$ cat src/rtl/mux_rr_arbiter_pkg.sv
// Shared definitions for the round-robin operand-path arbiter: sizes, FSM
// encoding and the rotate-priority pick function.
package mux_rr_arbiter_pkg;

  localparam int unsigned NUM_REQ = 4;
  localparam int unsigned SEL_W   = 2;

  typedef enum logic {
    StIdle  = 1'b0,
    StGrant = 1'b1
  } state_e;

  // First requester at or after ptr, wrapping modulo NUM_REQ.
  // The result is only meaningful when req is non-zero.
  function automatic logic [SEL_W-1:0] pick(input logic [NUM_REQ-1:0] req,
                                            input logic [SEL_W-1:0]   ptr);
    logic [SEL_W-1:0] idx;
    pick = ptr;
    // Scan from the farthest offset down so the nearest one wins.
    for (int k = int'(NUM_REQ) - 1; k >= 0; k--) begin
      idx = ptr + SEL_W'(k);
      if (req[idx]) pick = idx;
    end
  endfunction

endpackage

$ cat src/rtl/mux_rr_arbiter_if.sv
// Handshake/data bundle between the requesters and the arbiter.
interface mux_rr_arbiter_if #(
  parameter int unsigned WIDTH = 8
);
  import mux_rr_arbiter_pkg::*;

  logic [NUM_REQ-1:0]       req;
  logic [NUM_REQ*WIDTH-1:0] data_in;
  logic [NUM_REQ-1:0]       gnt;
  logic [SEL_W-1:0]         select;
  logic                     busy;
  logic                     out_valid;
  logic [WIDTH-1:0]         out_data;

  modport master (
    output req, data_in,
    input  gnt, select, busy, out_valid, out_data
  );

  modport slave (
    input  req, data_in,
    output gnt, select, busy, out_valid, out_data
  );

endinterface

$ cat src/rtl/mux_rr_arbiter_mux4.sv
// One bit slice of the shared 4:1 operand multiplexer.
module mux_rr_arbiter_mux4
  import mux_rr_arbiter_pkg::*;
(
  input  logic [NUM_REQ-1:0] d_i,
  input  logic [SEL_W-1:0]   sel_i,
  output logic               y_o
);

  always_comb begin
    y_o = 1'b0;
    unique case (sel_i)
      2'd0: y_o = d_i[0];
      2'd1: y_o = d_i[1];
      2'd2: y_o = d_i[2];
      2'd3: y_o = d_i[3];
      default: y_o = 1'b0;
    endcase
  end

endmodule

$ cat src/rtl/mux_rr_arbiter.sv
// Round-robin arbiter with bounded burst hold, driving a bit-sliced 4:1 mux
// tree and registering the selected word.
module mux_rr_arbiter
  import mux_rr_arbiter_pkg::*;
#(
  parameter int unsigned WIDTH    = 8,
  parameter int unsigned MAX_HOLD = 4
) (
  input  logic             clk,
  input  logic             rst_n,
  mux_rr_arbiter_if.slave  bus_io
);

  localparam int unsigned HoldW = (MAX_HOLD > 1) ? $clog2(MAX_HOLD) : 1;
  localparam logic [HoldW-1:0] HoldLast = HoldW'(MAX_HOLD - 1);

  state_e             state_q;
  logic [SEL_W-1:0]   owner_q;
  logic [SEL_W-1:0]   ptr_q;
  logic [HoldW-1:0]   hold_q;
  logic [NUM_REQ-1:0] gnt_q;
  logic               out_valid_q;
  logic [WIDTH-1:0]   out_data_q;

  logic [WIDTH-1:0]   mux_word;
  logic               owner_req;
  logic               release_now;
  logic [SEL_W-1:0]   idle_pick;
  logic [SEL_W-1:0]   next_pick;

  // Mux tree: one 4:1 slice per data bit, steered by the registered owner.
  for (genvar b = 0; b < int'(WIDTH); b++) begin : g_slice
    mux_rr_arbiter_mux4 u_mux4 (
      .d_i   ({bus_io.data_in[3*WIDTH+b], bus_io.data_in[2*WIDTH+b],
               bus_io.data_in[WIDTH+b],   bus_io.data_in[b]}),
      .sel_i (owner_q),
      .y_o   (mux_word[b])
    );
  end

  always_comb begin
    owner_req   = bus_io.req[owner_q];
    release_now = !owner_req || (hold_q == HoldLast);
    idle_pick   = pick(bus_io.req, ptr_q);
    next_pick   = pick(bus_io.req, owner_q + SEL_W'(1));
  end

  always_ff @(posedge clk or negedge rst_n) begin
    if (!rst_n) begin
      state_q     <= StIdle;
      owner_q     <= '0;
      ptr_q       <= '0;
      hold_q      <= '0;
      gnt_q       <= '0;
      out_valid_q <= 1'b0;
      out_data_q  <= '0;
    end else begin
      out_valid_q <= 1'b0;
      unique case (state_q)
        StIdle: begin
          if (|bus_io.req) begin
            owner_q <= idle_pick;
            gnt_q   <= NUM_REQ'(1) << idle_pick;
            hold_q  <= '0;
            state_q <= StGrant;
          end
        end
        StGrant: begin
          if (owner_req) begin
            out_valid_q <= 1'b1;
            out_data_q  <= mux_word;
          end
          if (release_now) begin
            ptr_q <= owner_q + SEL_W'(1);
            if (|bus_io.req) begin
              // Hand over without a bubble; may re-grant the same owner.
              owner_q <= next_pick;
              gnt_q   <= NUM_REQ'(1) << next_pick;
              hold_q  <= '0;
            end else begin
              gnt_q   <= '0;
              state_q <= StIdle;
            end
          end else begin
            hold_q <= hold_q + HoldW'(1);
          end
        end
        default: state_q <= StIdle;
      endcase
    end
  end

  assign bus_io.gnt       = gnt_q;
  assign bus_io.select    = owner_q;
  assign bus_io.busy      = (state_q == StGrant);
  assign bus_io.out_valid = out_valid_q;
  assign bus_io.out_data  = out_data_q;

endmodule

$ cat src/flat_wrapper.sv
// flat-port wrapper written by rule: the top's interface ports become plain ports
module mux_rr_arbiter_flat import mux_rr_arbiter_pkg::*;
#(
  parameter int unsigned WIDTH    = 8,
  parameter int unsigned MAX_HOLD = 4
)
  (clk, rst_n, bus_io_req, bus_io_data_in, bus_io_gnt, bus_io_select, bus_io_busy, bus_io_out_valid, bus_io_out_data);
  mux_rr_arbiter_if #(.WIDTH(WIDTH)) bus_io_i ();
  input  logic clk;
  input  logic rst_n;
  input wire logic [$bits(bus_io_i.req)-1:0] bus_io_req;
  input wire logic [$bits(bus_io_i.data_in)-1:0] bus_io_data_in;
  output wire logic [$bits(bus_io_i.gnt)-1:0] bus_io_gnt;
  output wire logic [$bits(bus_io_i.select)-1:0] bus_io_select;
  output wire logic [$bits(bus_io_i.busy)-1:0] bus_io_busy;
  output wire logic [$bits(bus_io_i.out_valid)-1:0] bus_io_out_valid;
  output wire logic [$bits(bus_io_i.out_data)-1:0] bus_io_out_data;
  assign bus_io_i.req = bus_io_req;
  assign bus_io_i.data_in = bus_io_data_in;
  assign bus_io_gnt = bus_io_i.gnt;
  assign bus_io_select = bus_io_i.select;
  assign bus_io_busy = bus_io_i.busy;
  assign bus_io_out_valid = bus_io_i.out_valid;
  assign bus_io_out_data = bus_io_i.out_data;
  mux_rr_arbiter #(.WIDTH(WIDTH), .MAX_HOLD(MAX_HOLD)) u_core (.clk(clk), .rst_n(rst_n), .bus_io(bus_io_i));
endmodule
$ cat config.mk
export PLATFORM = sky130hd
export DESIGN_NAME = mux_rr_arbiter_flat
export DESIGN_NICKNAME = d
export VERILOG_FILES = /design/src/rtl/mux_rr_arbiter_pkg.sv /design/src/rtl/mux_rr_arbiter_if.sv /design/src/rtl/mux_rr_arbiter_mux4.sv /design/src/rtl/mux_rr_arbiter.sv /design/src/flat_wrapper.sv
export SDC_FILE = /design/constraint.sdc
export NUM_CORES = 1
export LEC_CHECK = 0
export BUFFER_PORTS_ARGS = -buffer_cell sky130_fd_sc_hd__buf_2
export CAP_MARGIN = 5
export CORE_ASPECT_RATIO = 0.75
export CORE_MARGIN = 4
export CORE_UTILIZATION = 49
export CTS_BUF_LIST = sky130_fd_sc_hd__clkbuf_4 sky130_fd_sc_hd__clkbuf_8
export CTS_CLUSTER_SIZE = 8
export DETAILED_ROUTE_END_ITERATION = 8
export PLACE_DENSITY = 0.81
export SYNTH_ARGS = -nofsm -noshare
export SYNTH_HDL_FRONTEND = slang
export SYNTH_HIERARCHICAL = 1
export SYNTH_SLANG_ARGS = --single-unit
export TNS_END_PERCENT = 1
$ cat constraint.sdc
create_clock -name clk -period 2.5 [get_ports clk]
set_clock_uncertainty 0.1 [all_clocks]
set_input_delay 0.125 -clock clk [delete_from_list [all_inputs] [get_ports clk]]
set_output_delay 0.125 -clock clk [all_outputs]
set_load 0.005 [all_outputs]
Yosys cells after proc, flatten, opt, wreduce, memory -nomap -nowiden --
Index checks and enable logic that the tools add are counted.
Storage, ports and cells: bits in registers 20, input bits 38, output and inout bits 16, word-level logic and storage cells 92
Cells by class: add/subtract/negate cells 8, order comparisons 9, eq/ne operators 7, shift-type cells 2, muxes and demuxes 50, bitwise gates (word level) 1, reductions and logical operators 8
Operators with widths (number):
- case mux 1 bit (4 select lines) | 8
- < comparator 2 x 3 -> 1 bit (second input constant) | 9
- two-way mux 2 bit | 13
- binary-select mux 1 bit (select 2 bit) | 9
- two-way mux 1 bit | 13
- two-way mux 4 bit | 3
- adder 2 x 1 -> 2 bit (second input constant) | 4
- adder 2 bit (second input constant) | 4
- case mux 2 bit (2 select lines) | 2
- case mux 4 bit (2 select lines) | 1
- left shift 1 x 2 -> 4 bit (first input constant) | 2
- equality test 2 bit (second input constant) | 3
- AND reduction 2 bit | 3
- != test 2 bit (second input constant) | 2
- OR reduction 4 bit | 1
- AND reduction 3 bit | 1
- equality test 2 x 1 -> 1 bit (second input constant) | 1
- zero test 2 bit | 1
- != test 2 x 1 -> 1 bit (second input constant) | 1
- case mux 1 bit (2 select lines) | 1
- zero test 1 bit | 1
- logical OR 1 bit | 1
- inverter 1 bit | 1

Logic depth before layout (Yosys ltp) --
Gate-level depths: netlist of the first run.
word-level depth 12, gate-level depth with buffers 7, mapped depth without buffers 5

By module --
The synthesis of the first run kept the hierarchy.
By module, submodules not included:
- mux_rr_arbiter | instances 1, cells each 122, area an instance 1121.1 µm², sequential area each 500.5 µm²
- mux_rr_arbiter_mux4 | instances 8, cells each 1, area an instance 22.5 µm², sequential area each 0.0 µm²

Worst setup path before layout of the first run --
No wires, ideal clock.
path kind reg-to-reg, start reg u_core.owner_q[0], in the netlist u_core/bus_io.select[0], end reg u_core.gnt_q[2], in the netlist u_core/bus_io.gnt[2], library setup time 0.077 ns, data arrival time 1.836 ns, required time 2.323 ns, path slack 0.487 ns, stages on the path, launching flop included 7, buffers on the path 1, clock period less this slack 2.013 ns, cells stage by stage dfrtp_1 -> buf_2 -> nand2b_1 -> a22o_1 -> a221o_1 -> o32a_1 -> a21oi_1
On the way: longest elaborated chain between the ends 12, elaborated cells on any way between the ends 26, those cells by class 4 x add/sub; 1 x eq/ne; 1 x shift; 17 x mux; 3 x reduce/logical
Ends and longest elaborated chain:
- start: declaration | line mux_rr_arbiter.sv:18 | logic [SEL_W-1:0] owner_q;
- start signal: assignment | line mux_rr_arbiter.sv:62 | owner_q <= idle_pick;
- start signal: assignment | line mux_rr_arbiter.sv:77 | owner_q <= next_pick;
- adder 2 x 1 -> 2 bit | line mux_rr_arbiter.sv:45 | next_pick = pick(bus_io.req, owner_q + SEL_W'(1));
- adder 2 bit | line mux_rr_arbiter_pkg.sv:21 | idx = ptr + SEL_W'(k);
- binary-select mux 1 bit (select 2 bit) | line mux_rr_arbiter_pkg.sv:22 | if (req[idx]) pick = idx;
- two-way mux 1 bit (implied by the code) | line mux_rr_arbiter_pkg.sv:22
- two-way mux 2 bit (4 in a row) | line mux_rr_arbiter_pkg.sv:22
- left shift 1 x 2 -> 4 bit | line mux_rr_arbiter.sv:78 | gnt_q <= NUM_REQ'(1) << next_pick;
- two-way mux 4 bit | line mux_rr_arbiter.sv:75 | if (|bus_io.req) begin
- two-way mux 4 bit | line mux_rr_arbiter.sv:73 | if (release_now) begin
- case mux 4 bit (2 select lines) | line mux_rr_arbiter.sv:59 | unique case (state_q)
- end signal: assignment | line mux_rr_arbiter.sv:63 | gnt_q <= NUM_REQ'(1) << idle_pick;
- end signal: assignment | line mux_rr_arbiter.sv:78
- end: declaration | line mux_rr_arbiter.sv:21 | logic [NUM_REQ-1:0] gnt_q;
Parallel ways exist; a longest one is shown, timed or not. The select of a mux whose other input is x is not followed. A chain may end at the register's enable or synchronous reset.

Worst setup path in the final report of the first run --
start reg u_core.owner_q[1], in the netlist u_core/bus_io.select[1], end reg u_core.hold_q[1]
On the way: longest elaborated chain between the ends 6
Ends and longest elaborated chain:
- binary-select mux 1 bit (select 2 bit) | line mux_rr_arbiter.sv:42 | owner_req = bus_io.req[owner_q];
- two-way mux 1 bit (implied by the code) | line mux_rr_arbiter.sv:42
- zero test 1 bit | line mux_rr_arbiter.sv:43 | release_now = !owner_req || (hold_q == HoldLast);
- logical OR 1 bit | line mux_rr_arbiter.sv:43
- two-way mux 2 bit | line mux_rr_arbiter.sv:73
- case mux 2 bit (2 select lines) | line mux_rr_arbiter.sv:59
- end signal: assignment | line mux_rr_arbiter.sv:85 | hold_q <= hold_q + HoldW'(1);
- end: declaration | line mux_rr_arbiter.sv:20 | logic [HoldW-1:0] hold_q;
No other way between the ends. The select of a mux whose other input is x is not followed.

==> key figures, run 1 <==
Routing
  – Routed wire length per instance: 14.1 um
  – Number of routed nets with antenna violations: 0
  – # DRC: 0
  – DR iter-0 viols: 54
  – Pre-antenna DRT Iters: 4
  – Total number of vias: 1182
  – Post-DR vias/cell: 5.42
  – Post-Route WL: 3080 um

Final layout
  – Layout area overhead: 24.7%
  – FILL cells: 205
  – Fraction of layout cells with a size suffix above 1: 0.408
  – FF/Latch Area: 500 um^2
  – Diode count: 0
  – Nets: 224
  – Multi-input gate area: 719 um^2
  – Design area: 0.00162 mm^2

CTS
  – Clock Tree Buf Depth: 2
  – Post-CTS setup buffers: 0
  – Clock latency on the worst-skew pair: 0.31 ns
  – Clk slew on worst S/H paths: 0.11 ns
  – Clock sinks: 20
  – Clock root buffer: clkbuf_4
  – CTS tree: yes
  – CTS HTree Levels: 1
  – CTS Buf Count: 3
  – Post-cts resize count: 0

GRT
  – First-pass GRT wire length: 4890 um
  – Pin count of the biggest net entering global routing: 21
  – Met1 global-route usage: 0.234
  – Number of antenna violations at the first check in global routing: 0
  – Gr ovfl total: 0
  – Vias in the first global route: 1099
  – Met3 GRT Util: 0.0429
  – Met2 Use GR: 0.313
  – GRT Total Usage: 0.183
  – GR peak layer: met2

Synth
  – Netlist cell types: 37
  – FFs w/ async S/R, synth: 1.00
  – Synthesized net count: 169
  – Syn avg cell area: 10.0 um^2
  – Seq cells post-synth: 20
  – Register area share after synthesis: 0.385
  – Synth warnings: 6
  – Top_reg_cell synth: dfrtp_1
  – Area of the mapped netlist: 0.00130 mm^2
  – Post-synth EDFFs: 0
  – Post-Syn Instances: 130

Setup path
  – CP peak stage delay: 0.59 ns
  – Required time of the critical path: 2.61 ns
  – FF-to-FF setup slack: 0.41 ns
  – Worst setup SP type: flip-flop
  – WP data arrival: 2.20 ns
  – R2r worst-path depth: 4
  – CP Capture Type: flip-flop
  – Slowest CP cell: dfrtp_1
  – Critical path cell sequence: mux4_2 > nand2_2 > inv_2 > a32o_1
  – R2r startpoint: u_core/bus_io.select[1]$_DFFE_PN0P_
  – Critical path class: flip-flop to flip-flop
  – Critical R2R Capture: u_core/hold_q[1]$_DFF_PN0_
  – Worst-path fanout max: 12

Floorplanning
  – FP Rows: 15
  – Core Region: 0.00242 mm^2
  – Die height: 52.6 um
  – Initial core utilization: 0.537
  – I/O pin total: 54
  – Die X: 67.5 um
  – Die area: 0.00355 mm^2

STA
  – Post-Route Setup TNS: 0 ns
  – Max-slew violation total from the final report: 0
  – Final Hold Violating Endpoints: 0
  – Period minus WS final: 2.09 ns
  – Setup violators final: 0
  – Max Fclk: 478 MHz
  – Unrepaired setup endpoints after global routing: no
  – Worst-margin pin slew: 0.697 ns
  – Worst setup margin: 0.407 ns
  – Slew HR: 0.535
  – Part of the cycle the worst path needs: 0.837

Place
  – Post-Place Worst Slack: 0.419 ns
  – HPWL Detailed: 2500 um
  – Buffers on Ports: 53
  – Placed cell area: 0.00158 mm^2
  – Routability cong.: 0.768

Power
  – Combinational share of power: 0.551
  – Share of power burned in registers: 0.341
  – Tot Pwr: 1.77 mW
  – Pwr dens: 1090 mW/mm^2
  – Sw Share: 0.402
  – Max VDD drop: 536 uV
  – LEAKAGE: 0.804 nW
  – Internal Power: 1.06 mW
  – NetSw: 0.712 mW
  – Clock share of power: 0.107

Run status
  – Status: finished, final reports clean

Min path
  – Hold Path Stages: 4
  – Hold EP: u_core/bus_io.out_data[5]$_DFFE_PN0P_
  – Hold Crit Class: primary input to flip-flop
  – HP Start: bus_io_data_in[5]

Flow run
  – Max Cap Viol: 0
[kinds of logic (layout without fill, tap and decap cells)]
family          count (synthesis)  count (layout)  share of synthesized area
buf+inv                        15              69                     0.0625
flops                          20              20                      0.385
compound gates                 31              31                      0.182
fa+ha+maj                       1               1                    0.00961
simple gates                   52              52                      0.190
xor+xnor                        1               1                    0.00673
mux                            10              10                      0.164
[sequential cells by signal (all words and copies together), names as in the netlist]
signal / flops
u_core/ptr_q: 2
u_core/bus_io.out_data: 8
u_core/bus_io.select: 2
u_core/bus_io.busy: 1
u_core/bus_io.out_valid: 1
u_core/hold_q: 2
u_core/bus_io.gnt: 4
[Yosys cell counts, drive strengths merged, types with 2 or more instances]
cell type   n  area share
a21oi       8       0.031
o21ai       4       0.021
dfrtp      20        0.38
nand3b      2       0.012
nand2      30       0.088
a31oi       3       0.014
mux4        9        0.16
buf         6       0.037
o21bai      2       0.012
nand2b      6       0.029
inv         9       0.026
o22ai       2      0.0096
nor4        2       0.014
or2b        2       0.012
nor2        8       0.023
o31ai       3       0.017
[what timing repair did]
action / in CTS / in global routing
hold buffers: 1 / 0
endpoints found under the setup margin: 0 / 0
hold endpoints to repair: 20 / 0
[cell usage in the layout, fill, tap and decap left out, types with 2 or more instances in the layout]
cell type,n
buf_2,53
nand2_1,29
dfrtp_1,20
mux4_2,9
inv_1,8
nor2_1,8
a21oi_1,8
nand2b_1,6
clkbuf_4,3
o31ai_1,3
a31oi_1,3
buf_4,2
o21bai_1,2
o22ai_1,2
or2b_1,2
o21ai_2,2
nand3b_1,2
[per-layer routing]
metal | wire length, um | vias up
li1 | - | 580
met1 | 1260 | 555
met2 | 1580 | 43
met3 | 210 | 4
met4 | 33 | 0
met5 | 0 | -
[metrics by stage]
stage / hold slack [ns] / std cells / util
2_1_floorplan: -0.271 / 130 / -
3_3_place_gp: -0.0145 / 213 / 0.651
6_report: 0.117 / 218 / 0.670
4_1_cts: 0.117 / 218 / 0.670
5_1_grt: 0.123 / 218 / 0.670
3_5_place_dp: -0.00688 / 213 / 0.651
[power by group through the flow]
stage / Clock [mW] / Combinational (mW) / Sequential, mW
3_5_place_dp: 0 / 0.975 / 0.616
3_3_place_gp: 0 / 0.946 / 0.604
6_report: 0.190 / 0.976 / 0.605
2_1_floorplan: 0 / 0.683 / 0.623
5_1_grt: 0.206 / 1.09 / 0.626
4_1_cts: 0.193 / 0.984 / 0.608
[layout make-up]
| type | instances | area share |
|---|---|---|
| Tap cell | 34 | 0.0262 |
| Timing Repair Buffer | 56 | 0.179 |
| Inverter | 9 | 0.0208 |
| Sequential cell | 20 | 0.308 |
| Multi-Input combinational cell | 95 | 0.443 |
| Clock buffer | 4 | 0.0224 |
[worst max-delay path by stage]
stage / from / to / slack (ns) / cells past startpoint
floorplan: u_core/bus_io.select[0]$_DFFE_PN0P_ / u_core/bus_io.gnt[2]$_DFFE_PN0P_ / 0.49 / 6
global placement: u_core/bus_io.select[1]$_DFFE_PN0P_ / u_core/hold_q[1]$_DFF_PN0_ / 0.53 / 4
detailed placement: u_core/bus_io.select[1]$_DFFE_PN0P_ / u_core/hold_q[1]$_DFF_PN0_ / 0.42 / 4
CTS: u_core/bus_io.select[1]$_DFFE_PN0P_ / u_core/hold_q[1]$_DFF_PN0_ / 0.39 / 4
global route: u_core/bus_io.select[1]$_DFFE_PN0P_ / u_core/hold_q[1]$_DFF_PN0_ / 0.32 / 4
finish: u_core/bus_io.select[1]$_DFFE_PN0P_ / u_core/hold_q[1]$_DFF_PN0_ / 0.41 / 4
[worst max-delay path: cells and delay by family, from the launching register on]
| family | cells | cell delay (ns) |
|---|---|---|
| flip-flops | 1 | 0.59 |
| multiplexers | 1 | 0.59 |
| AO/OA/AOI/OAI | 1 | 0.29 |
| AND/OR/NAND/NOR | 1 | 0.26 |
| buffers and inverters | 1 | 0.16 |
(Power assumes the default switching activity.)
==> run 2, diff against run 1 <==
--- a/config.mk
+++ b/config.mk
@@ -5,15 +5,16 @@
 export SDC_FILE = /design/constraint.sdc
 export NUM_CORES = 1
 export LEC_CHECK = 0
+export ABC_AREA = 1
 export BUFFER_PORTS_ARGS = -buffer_cell sky130_fd_sc_hd__buf_2
 export CAP_MARGIN = 5
 export CORE_ASPECT_RATIO = 0.75
 export CORE_MARGIN = 4
-export CORE_UTILIZATION = 49
+export CORE_UTILIZATION = 53
 export CTS_BUF_LIST = sky130_fd_sc_hd__clkbuf_4 sky130_fd_sc_hd__clkbuf_8
 export CTS_CLUSTER_SIZE = 8
 export DETAILED_ROUTE_END_ITERATION = 8
-export PLACE_DENSITY = 0.81
+export PLACE_DENSITY = 0.82
 export SYNTH_ARGS = -nofsm -noshare
 export SYNTH_HDL_FRONTEND = slang
 export SYNTH_HIERARCHICAL = 1
==> constraint.sdc (replaced) <==
create_clock -name clk -period 2.2 [get_ports clk]
set_clock_uncertainty 0.1 [all_clocks]
set_input_delay 0.11 -clock clk [delete_from_list [all_inputs] [get_ports clk]]
set_output_delay 0.11 -clock clk [all_outputs]
set_load 0.005 [all_outputs]
==> run 2 against run 1 <==
Largest cell class unchanged. Maximum frequency increased by 11%. Clock-buffer cell count decreased by 1. Critical path type unchanged. Critical endpoint is now u_core/bus_io.gnt[0]$_DFFE_PN0P_. Global-route usage increased by 0.96 points. Sequential cell count unchanged.
==> key figures, run 2 <==
Min path
  – HP Start: bus_io_data_in[24] (was bus_io_data_in[5])
  – Hold EP: u_core/bus_io.out_data[0]$_DFFE_PN0P_ (was u_core/bus_io.out_data[5]$_DFFE_PN0P_)
  – Hold Crit Class: primary input to flip-flop (unchanged)
  – Hold Path Stages: 7 (was 4)

GRT
  – Gr ovfl total: 0 (unchanged)
  – Vias in the first global route: 1609 (was 1099)
  – First-pass GRT wire length: 6600 um (was 4890 um)
  – Pin count of the biggest net entering global routing: 21 (unchanged)
  – Number of antenna violations at the first check in global routing: 0 (unchanged)
  – GRT Total Usage: 0.193 (was 0.183)

CTS
  – Post-CTS setup buffers: 0 (unchanged)
  – CTS Buf Count: 3 (unchanged)
  – CTS tree: yes (unchanged)
  – Clock sinks: 20 (unchanged)
  – Clock root buffer: clkbuf_8 (was clkbuf_4)
  – CTS HTree Levels: 1 (unchanged)
  – Clock latency on the worst-skew pair: 0.26 ns (was 0.31 ns)
  – CTS Hold Bufs: 1 (unchanged)
  – Post-cts resize count: 0 (unchanged)
  – Clock Tree Buf Depth: 2 (unchanged)
  – Clk slew on worst S/H paths: 0.07 ns (was 0.11 ns)

Place
  – # placed instances: 404 (was 213)
  – Buffers on Ports: 53 (unchanged)
  – Routability cong.: 0.858 (was 0.768)
  – HPWL Detailed: 3120 um (was 2500 um)

Setup path
  – Critical R2R Capture: u_core/bus_io.gnt[0]$_DFFE_PN0P_ (was u_core/hold_q[1]$_DFF_PN0_)
  – Required time of the critical path: 2.25 ns (was 2.61 ns)
  – FF-to-FF setup slack: 0.32 ns (was 0.41 ns)
  – WP data arrival: 1.93 ns (was 2.20 ns)
  – Worst-path fanout max: 17 (was 12)
  – R2r worst-path depth: 14 (was 4)
  – CP Capture Type: flip-flop (unchanged)
  – R2r startpoint: u_core/bus_io.select[0]$_DFFE_PN0P_ (was u_core/bus_io.select[1]$_DFFE_PN0P_)
  – Worst setup SP type: flip-flop (unchanged)
  – Critical path class: flip-flop to flip-flop (unchanged)

STA
  – Part of the cycle the worst path needs: 0.854 (was 0.837)
  – Slew HR: 0.662 (was 0.535)
  – Setup violators final: 0 (unchanged)
  – Final Hold Violating Endpoints: 0 (unchanged)
  – Worst-margin pin slew: 0.501 ns (was 0.697 ns)
  – Post-Route Setup TNS: 0 ns (unchanged)
  – Max-slew violation total from the final report: 0 (unchanged)
  – Max Fclk: 533 MHz (was 478 MHz)
  – Period minus WS final: 1.88 ns (was 2.09 ns)
  – Unrepaired setup endpoints after global routing: no (unchanged)
  – WHS: 0.133 ns (was 0.117 ns)

Power
  – Internal Power: 1.44 mW (was 1.06 mW)
  – Pwr dens: 1410 mW/mm^2 (was 1090 mW/mm^2)
  – NetSw: 1.58 mW (was 0.712 mW)
  – Max VDD drop: 657 uV (was 536 uV)
  – Clock share of power: 0.079 (was 0.107)
  – Share of power burned in registers: 0.223 (was 0.341)
  – Combinational share of power: 0.698 (was 0.551)
  – LEAKAGE: 1.40 nW (was 0.804 nW)
  – Sw Share: 0.523 (was 0.402)

Final layout
  – Commonest non-fill, non-tap cells in the layout: 145 x nand2_1, 53 x buf_2, 42 x inv_1, 33 x nand3_1, 22 x inv_2 (was 53 x buf_2, 29 x nand2_1, 20 x dfrtp_1, 9 x mux4_2)
  – Max reg flops: 8 (unchanged)
  – Commonest non-fill, non-tap cell in the layout: nand2_1 (was buf_2)
  – Diode count: 0 (unchanged)
  – Nets: 411 (was 224)
  – Fraction of layout cells with a size suffix above 1: 0.276 (was 0.408)
  – Core Util, Final: 0.701 (was 0.670)
  – Layout area overhead: 21.9% (was 24.7%)
  – Non-Filler Instances: 408 (was 218)

Floorplanning
  – Die X: 74.4 um (was 67.5 um)
  – FP Rows: 17 (was 15)
  – Core Region: 0.00304 mm^2 (was 0.00242 mm^2)
  – Die height: 57.8 um (was 52.6 um)
  – I/O pin total: 54 (unchanged)
  – Initial core utilization: 0.575 (was 0.537)
  – Die area: 0.00430 mm^2 (was 0.00355 mm^2)

Synth
  – Area of the mapped netlist: 0.00175 mm^2 (was 0.00130 mm^2)
  – Synthesized net count: 349 (was 169)
  – Syn avg cell area: 5.65 um^2 (was 10.0 um^2)
  – Post-Syn Instances: 310 (was 130)
  – Seq cells post-synth: 20 (unchanged)
  – Post-synth EDFFs: 0 (unchanged)
  – Post-synth top area share: 0.311 (was 0.385)
  – Synth top cells by count: 145 x nand2_1, 42 x inv_1, 33 x nand3_1 (was 29 x nand2_1, 20 x dfrtp_1, 9 x mux4_2)
  – Top_reg_cell synth: dfrtp_1 (unchanged)
  – Cell with the most instances after synthesis: nand2_1 (unchanged)
  – Area contributors post-synth: nand2_1 31%, dfrtp_1 29%, nand3_1 9.4% (was dfrtp_1 38%, mux4_2 16%, nand2_1 8.4%)
  – Cell taking the most area after synthesis: nand2_1 (was dfrtp_1)
  – Register area share after synthesis: 0.286 (was 0.385)
  – Netlist cell types: 22 (was 37)
  – Synth warnings: 6 (unchanged)
  – FFs w/ async S/R, synth: 1.00 (unchanged)

Run status
  – Status: finished, final reports clean (unchanged)

Routing
  – Pre-antenna DRT Iters: 4 (unchanged)
  – Post-Route WL: 3780 um (was 3080 um)
  – Routed wire length per instance: 9.26 um (was 14.1 um)
  – Number of routed nets with antenna violations: 0 (unchanged)
  – Post-DR vias/cell: 4.66 (was 5.42)
  – # DRC: 0 (unchanged)
  – Total number of vias: 1900 (was 1182)
  – DR iter-0 viols: 93 (was 54)

Flow run
  – Max Cap Viol: 0 (unchanged)
-- run 2: power groups by stage --
stage / clock network, mW / logic, mW / registers [mW]
after floorplan: 0 / 1.55 / 0.718
after global placement: 0 / 2.06 / 0.676
after detailed placement: 0 / 2.11 / 0.674
after CTS: 0.248 / 2.12 / 0.673
after global routing: 0.262 / 2.45 / 0.697
final: 0.238 / 2.10 / 0.671
-- run 2: routing by layer --
layer | global-route usage | share of wire | up-vias
met5 | 0 | 0 | -
met4 | 0.0635 | 0.014 | 0
met3 | 0.0364 | 0.068 | 5
met2 | 0.304 | 0.43 | 49
met1 | 0.265 | 0.48 | 805
li1 | - | - | 1041
-- run 2: how the worst max path moves through the flow --
stage | startpoint | slack [ns] | endpoint | cells after the start
6_report | u_core/bus_io.select[0]$_DFFE_PN0P_ | 0.32 | u_core/bus_io.gnt[0]$_DFFE_PN0P_ | 14
5_1_grt | u_core/bus_io.select[0]$_DFFE_PN0P_ | 0.1 | u_core/bus_io.gnt[2]$_DFFE_PN0P_ | 14
4_1_cts | u_core/bus_io.select[0]$_DFFE_PN0P_ | 0.33 | u_core/bus_io.select[0]$_DFFE_PN0P_ | 12
3_5_place_dp | u_core/bus_io.select[0]$_DFFE_PN0P_ | 0.34 | u_core/bus_io.gnt[0]$_DFFE_PN0P_ | 14
3_3_place_gp | u_core/bus_io.select[0]$_DFFE_PN0P_ | 0.40 | u_core/bus_io.select[0]$_DFFE_PN0P_ | 12
2_1_floorplan | u_core/bus_io.select[0]$_DFFE_PN0P_ | 0.19 | u_core/bus_io.gnt[0]$_DFFE_PN0P_ | 12
-- run 2: metrics by stage --
stage / total power [mW] / area (um^2) / worst slack [ns]
finish: 3.01 / 2130 / 0.322
detailed placement: 2.78 / 2080 / 0.343
CTS: 3.04 / 2130 / 0.329
global route: 3.40 / 2130 / 0.0974
floorplan: 2.27 / 1750 / 0.194
global placement: 2.74 / 2080 / 0.399
-- run 2: cells by family (layout without fill, tap and decap cells) --
| logic type | Yosys count | in the layout | synth area share |
|---|---|---|---|
| AND/OR/NAND/NOR | 200 | 200 | 0.483 |
| adder cells (fa/ha/maj) | 1 | 1 | 0.00715 |
| AO/OA/AOI/OAI | 13 | 13 | 0.0529 |
| flip-flops | 20 | 20 | 0.286 |
| buffers and inverters | 76 | 136 | 0.171 |
-- run 2: critical path, stage by stage (launching register included) --
cell,delay (ns)
dfrtp_1,0.52
buf_4,0.27
nand2_1,0.10
nand2_1,0.09
nand2_1,0.05
nand2_1,0.10
nand2_1,0.07
nand2_2,0.08
nand2_2,0.06
nand2_2,0.06
nand2_2,0.06
nand3_1,0.06
nand2_1,0.05
nand2_1,0.05
nand2_1,0.05
-- run 2: final cells by class --
type | count | area [um^2]
clock buffer | 3 | 41.3
tap | 38 | 47.5
fill | 312 | 908
multi-input combinational | 214 | 951
inverter | 74 | 280
timing repair buffer | 59 | 313
sequential | 20 | 500
